`config.mk`:
```
export PLATFORM = sky130hd
export DESIGN_NAME = uart_byte_rx
export DESIGN_NICKNAME = d
export VERILOG_FILES = /design/src/rtl/uart_byte_rx_pkg.sv /design/src/rtl/uart_rx_sync.sv /design/src/rtl/uart_byte_rx.sv
export SDC_FILE = /design/constraint.sdc
export NUM_CORES = 1
export LEC_CHECK = 0
export ABC_CLOCK_PERIOD_IN_PS = 3830
export CAP_MARGIN = 20
export CORE_MARGIN = 3
export CORE_UTILIZATION = 62
export CTS_CLUSTER_DIAMETER = 60
export DETAILED_ROUTE_END_ITERATION = 7
export PLACE_DENSITY = 0.84
export SLEW_MARGIN = 30
export SYNTH_ARGS = -nofsm -noshare
export SYNTH_HDL_FRONTEND = slang
export SYNTH_SLANG_ARGS = --single-unit
```
`constraint.sdc`:
```
create_clock -name clk -period 3.83 [get_ports clk]
set_input_delay 0.766 -clock clk [delete_from_list [all_inputs] [get_ports clk]]
set_output_delay 0.766 -clock clk [all_outputs]
set_load 0.05 [all_outputs]
```
`src/rtl/uart_byte_rx_pkg.sv`:
```
// rtl/uart_byte_rx_pkg.sv - UART frame states and line levels shared by receiver and transmitter
package uart_byte_rx_pkg;

  typedef enum logic [1:0] {
    IDLE  = 2'd0,
    START = 2'd1,
    DATA  = 2'd2,
    STOP  = 2'd3
  } uart_fsm_e;

  localparam logic START_BIT = 1'b0;
  localparam logic STOP_BIT  = 1'b1;

endpackage

```
`src/rtl/uart_rx_sync.sv`:
```
// rtl/uart_rx_sync.sv - two-flop synchronizer for the serial line plus falling-edge detect
module uart_rx_sync
  import uart_byte_rx_pkg::*;
(
  input  logic clk,
  input  logic rst,
  input  logic uart_rx,
  output logic rx_s,
  output logic rx_fall
);

  logic rx_meta;
  logic rx_prev;

  // All flops reset to the idle line level so reset release never fakes a start edge.
  always_ff @(posedge clk) begin
    if (rst) begin
      rx_meta <= STOP_BIT;
      rx_s    <= STOP_BIT;
      rx_prev <= STOP_BIT;
    end else begin
      rx_meta <= uart_rx;
      rx_s    <= rx_meta;
      rx_prev <= rx_s;
    end
  end

  assign rx_fall = (rx_prev == STOP_BIT) && (rx_s == START_BIT);

endmodule

```
`src/rtl/uart_byte_rx.sv`:
```
// rtl/uart_byte_rx.sv - 8N1 UART byte receiver sampling each bit at its midpoint
module uart_byte_rx
  import uart_byte_rx_pkg::*;
#(
  parameter int unsigned bps_DR = 5207
) (
  input  logic       clk,
  input  logic       rst,
  input  logic       uart_rx,
  output logic [7:0] data_byte,
  output logic       rx_done,
  output logic       frame_err,
  output logic       uart_state
);

  localparam logic [15:0] DIV_MAX    = 16'(bps_DR);
  localparam logic [15:0] DIV_SAMPLE = 16'(bps_DR / 2);

  logic        rx_s;
  logic        rx_fall;
  uart_fsm_e   state;
  logic [15:0] div_cnt;
  logic [2:0]  bit_idx;
  logic [7:0]  shift_reg;
  logic        sample;

  uart_rx_sync u_sync (
    .clk     (clk),
    .rst     (rst),
    .uart_rx (uart_rx),
    .rx_s    (rx_s),
    .rx_fall (rx_fall)
  );

  assign sample = (div_cnt == DIV_SAMPLE);

  always_ff @(posedge clk) begin
    if (rst) begin
      state      <= IDLE;
      div_cnt    <= 16'd0;
      bit_idx    <= 3'd0;
      shift_reg  <= 8'h00;
      data_byte  <= 8'h00;
      rx_done    <= 1'b0;
      frame_err  <= 1'b0;
      uart_state <= 1'b0;
    end else begin
      rx_done   <= 1'b0;
      frame_err <= 1'b0;

      if (state == IDLE || div_cnt == DIV_MAX) begin
        div_cnt <= 16'd0;
      end else begin
        div_cnt <= div_cnt + 16'd1;
      end

      case (state)
        IDLE: begin
          if (rx_fall) begin
            state      <= START;
            uart_state <= 1'b1;
          end
        end
        START: begin
          if (sample) begin
            if (rx_s == START_BIT) begin
              state   <= DATA;
              bit_idx <= 3'd0;
            end else begin
              state      <= IDLE;
              div_cnt    <= 16'd0;
              uart_state <= 1'b0;
            end
          end
        end
        DATA: begin
          if (sample) begin
            shift_reg[bit_idx] <= rx_s;
            bit_idx            <= bit_idx + 3'd1;
            if (bit_idx == 3'd7) begin
              state <= STOP;
            end
          end
        end
        STOP: begin
          // Leaving at mid stop bit lets an immediately following start edge be caught.
          if (sample) begin
            if (rx_s == STOP_BIT) begin
              data_byte <= shift_reg;
              rx_done   <= 1'b1;
            end else begin
              frame_err <= 1'b1;
            end
            state      <= IDLE;
            div_cnt    <= 16'd0;
            uart_state <= 1'b0;
          end
        end
        default: begin
          state      <= IDLE;
          div_cnt    <= 16'd0;
          uart_state <= 1'b0;
        end
      endcase
    end
  end

endmodule

```
Word level (Yosys, flattened, before mapping)
Cells that the tools add are included.
{ "word_totals": {"input_bits": 3, "wordCells": 69, "regBits": 43} }
{ "op_classes": {"reduce_logical": 12, "mux": 26, "eq_ne": 13, "bitwise_logic": 3, "n_addsub": 2, "n_lt_le_gt_ge": 2} }
{ "ops": {"columns": ["cell", "n"], "rows": [
  ["2-to-1 mux 16 bit", 4],
  ["one-hot mux 16 bit (2 select lines)", 1],
  ["adder 16 x 1 -> 16 bit, second input constant", 1],
  ["equality test 16 x 12 -> 1 bit, second input constant", 1],
  ["equality test 16 x 13 -> 1 bit, second input constant", 1],
  ["2-to-1 mux 2 bit", 6],
  ["inequality test 2 bit, second input constant", 6],
  ["AND reduction 5 bit", 2],
  ["2-to-1 mux 3 bit", 3],
  ["bitwise mux 8 bit", 1],
  ["one-hot mux 2 bit (4 select lines)", 1],
  ["2-to-1 mux 1 bit", 7],
  ["one-hot mux 3 bit (2 select lines)", 1],
  ["equality test 2 bit, second input constant", 2],
  ["< comparator 3 x 4 -> 1 bit, second input constant", 1],
  ["AND reduction 4 bit", 1],
  ["adder 3 x 1 -> 3 bit, second input constant", 1],
  ["demux 1 bit (select 3 bit)", 1],
  ["equality test 3 bit, second input constant", 1],
  [">= comparator 3 x 1 -> 1 bit, second input constant", 1],
  ["inverter 1 bit", 3],
  ["one-hot mux 1 bit (3 select lines)", 1],
  ["AND reduction 3 bit", 1],
  ["nonzero test 3 bit", 1],
  ["8 further kinds", 9]
]} }

Logic depth before layout (Yosys ltp)
{ "depth": {"depth_word": 6, "ltp_mapped": 7, "depth_no_buf": 5} }

Cells and area by module
From an unflattened synthesis, not the netlist that was laid out.
{ "hier_totals": {"cells_unflattened": 215, "area_unflattened_um2": 2015.7} }
{ "modules_own_cells": {"columns": ["module", "seq_area_each_um2", "n_inst", "cells_each", "area_per_inst_um2"], "rows": [
  ["uart_byte_rx", 800.8, 1, 208, 1930.6],
  ["uart_rx_sync", 60.1, 1, 7, 85.1]
]} }

Least setup slack after synthesis
OpenSTA, ideal clock, no wires.
{ "synth_path": {"path_type": "reg2reg", "from": "register div_cnt[0]", "to": "register div_cnt[6]", "arrival_time_ps": 1568, "n_path_buf": 1, "required_ps": 3696, "synth_period_minus_slack_ps": 1703, "path_stages_with_launch": 7, "slack_ps": 2127, "setup_ps": 134, "cell_sequence": "dfxtp_1 > ha_1 > and4bb_1 > nand4_4 > nor3_4 > buf_2 > nor3_1"} }
{ "synth_between": {"elab_chain_cells": 6} }
{ "synth_rtl": {"columns": ["item", "line_no", "source"], "rows": [
  ["start: declaration", "uart_byte_rx.sv:22", "logic [15:0] div_cnt;"],
  ["start signal: assignment", "uart_byte_rx.sv:54", "div_cnt <= div_cnt + 16'd1;"],
  ["parallel branches: the longest is 5 deep, another holds adder 16 x 1 -> 16 bit", null, null],
  ["one-hot mux 16 bit (2 select lines) *", "uart_byte_rx.sv:57", "case (state)"]
]} }
Mark *: on every way between the ends.
A chain may end at the register's enable or synchronous reset.

Worst setup path in the final report
{ "layout_path": {"from": "register uart_state", "to": "output port uart_state"} }
{ "layout_rtl": {"columns": ["item", "line_no", "source"], "rows": [
  ["start: declaration", "uart_byte_rx.sv:13", "output logic uart_state"],
  ["start signal: assignment", "uart_byte_rx.sv:46", "uart_state <= 1'b0;"],
  ["start signal: assignment", "uart_byte_rx.sv:61", "uart_state <= 1'b1;"],
  ["start signal: assignment", "uart_byte_rx.sv:72", "uart_state <= 1'b0;"]
]} }
No word-level cell between the ends.

==> impl_metrics.ini <==
[run_status]
outcome = finished clean

[clock_tree]
cts_inserted_buffers = 5
cts-root-buf = clkbuf_4
post_cts_resized = 0
cts_tree = yes
clk_pin_slew_worst_paths_ps = 120
cts_sinks = 43
ctsHoldBuffers = 0
post_cts_buffers = 0
clock_latency_ps = 350
clock_path_buffers = 2
htreeDepth = 2

[cells_and_area]
nets = 229
largest_reg_flops = 16
final_common_cell = dfxtp_1
seq_area_um2 = 861
area_delta_synth_final_pct = 9.66
final_cell_mix = 43 x dfxtp_1, 21 x nor3_1, 19 x a21oi_1, 16 x nand3_1, 14 x o21ai_0
nFillCells = 237
drive_gt1_share_pct = 9.82
final_cell_count_no_fill = 266
n_antenna_cell = 0
multi_input_area_um2 = 1020

[synth]
syn_area_um2 = 1970
synth_edf_count = 0
async_flop_share_pct = 0
synth_xor_area_share_pct = 5.79
synthSimpleGateAreaFrac_pct = 29.3
ys_seq_elements = 43
synth_top_family_by_area = simple AND/OR/NAND/NOR gates
synth_compound_area_share_pct = 13.0
synth_nets = 222
muxShareOfSynthArea_pct = 1.14
yosys.area_share.adder_pct = 1.91
yosys_warnings = 0
syn_avg_cell_area_um2 = 9.11
netlist_instances = 216
ys.flop_type = dfxtp_1
ys_seq_area_share_pct = 43.7
synth_cell_types = 43

[grt]
grt_pass1_wl_um = 6780
grt-ovfl-total = 0
antenna_found_initial = 0
grt_max_degree = 27
grt_usage_pct = 21.5
grt_pass1_vias = 1491

[critical_path]
crit_fanout = 2
path_buf_inv = 1
path_cells = clkdlybuf4s50_1
crit_path_max_incr_delay_ps = 820
path_class = flop to output pin
critPathLaunchType = flop
worstPathArrival_ps = 1530
end_kind = output pin
crit_required_ps = 3060
crit_family = buffers and inverters
cpMaxStageDelayCell = clkdlybuf4s50_1

[sta]
skew_ps = 8.37
period_share_pct = 59.9
hold_ws_ps = 435
timing.slew.headroom_pct = 56.1
finalHoldViolations = 0
finalSetupViolCount = 0
slew_viol_final = 0
tightest_slew_ps = 659
rsz0062_at_grt = no
fmax_mhz = 436
fin_setup_tns_ps = 0
fin_crit_ps = 2290

[drt]
wirelength_um = 3790
vias_per_cell = 6.16
drtIter0Drc = 144
drc = 0
first_pass_iters = 4
wl_per_cell_um = 14.2
via_count = 1638
ant_nets = 0

[place]
io_buffers = 13
gp_congestion = 0.840
placed_cells = 258
dp_hpwl_um = 2680

[floorplanning]
die_w_um = 62.3
core_area_um2 = 2900
ios = 14
std_cell_rows = 19
initial_core_util_pct = 67.9
die-area_um2 = 3890
die_height_um = 62.3

[pwr]
p_per_area_nw_per_um2 = 333
pwr-share-comb_pct = 2.7
p_int_uw = 565
p_sw_uw = 155
p_sw_share_pct = 21.5
power_frac_seq_pct = 63.1
clkPwrFrac_pct = 34.2
leakagePower_uw = 0.000662
vdd_drop_max_uv = 280

[worst_hold_path]
min_path_type = flop to flop

[job]
cap_violations = 0
==> routing by layer <==
layer / GRT usage, % / vias up / routed length, um
li1: - / 821 / -
met1: 29.2 / 774 / 1900
met2: 32.0 / 38 / 1660
met3: 5.77 / 5 / 183
met4: 9.64 / 0 / 51
met5: 0 / - / 0
==> power by group through the flow <==
| stage | logic (uW) | registers (uW) | clock network [uW] |
|---|---|---|---|
| 4_1_cts | 19.2 | 454 | 250 |
| 3_3_place_gp | 18.4 | 463 | 0 |
| 3_5_place_dp | 19.1 | 464 | 0 |
| 5_1_grt | 21.5 | 455 | 279 |
| 2_1_floorplan | 12.9 | 464 | 0 |
| 6_report | 19.5 | 454 | 246 |
==> stage by stage <==
stage	util, %	power [uW]	cell area [um^2]	setup slack [ps]
after floorplan	-	477	1970	2130
after global placement	71.7	482	2080	1450
after detailed placement	71.7	483	2080	1320
after CTS	74.1	723	2150	1520
after global routing	74.4	756	2160	1410
final	74.4	720	2160	1540
==> logic make-up after synthesis <==
| group | after synthesis |
|---|---|
| DFF | 43 |
| muxes | 2 |
| and+or+nand+nor | 90 |
| adders and majority gates | 3 |
| buffers and inverters | 20 |
| xor gates and xnor gates | 13 |
| AOI/OAI and AO/OA | 45 |
==> area by class of cell <==
| class | count | area share [%] |
|---|---|---|
| multi-input cells | 153 | 47.1 |
| flip-flops and latches | 43 | 39.9 |
| repair buffers | 14 | 6.38 |
| clock buffers | 8 | 3.19 |
| well taps | 42 | 2.43 |
| inverters | 6 | 1.04 |
==> worst paths after layout <==
| check | startpoint | endpoint | slack [ps] | depth (start not counted) |
|---|---|---|---|---|
| hold reg to reg | u_sync.rx_meta | u_sync.rx_s | 440 | 1 |
| setup / recovery | uart_state | uart_state | 1540 | 1 |
| hold / removal | u_sync.rx_meta | u_sync.rx_s | 440 | 1 |
| setup reg to reg | div_cnt[0] | div_cnt[13] | 1600 | 5 |
==> Yosys cell counts, drive strengths merged, types with 2 or more instances <==
master	instances	share of area, %
a211oi	2	0.76
a21oi	19	4.8
a22o	2	0.89
a31o	2	0.89
a31oi	2	0.64
and3	2	0.64
and4	2	0.89
buf	8	2.8
clkbuf	6	1.1
dfxtp	43	44
ha	3	1.9
inv	6	1.1
mux2	2	1.1
nand2	7	1.3
nand2b	2	0.64
nand3	16	4.1
nand4	10	3.9
nor2	3	0.57
nor3	24	7.2
nor4	5	2.7
o21ai	15	3.8
or2	3	0.95
or3	6	1.9
or4	3	1.1
xnor2	7	3.1
xor2	6	2.7
(Power assumes the default switching activity.)
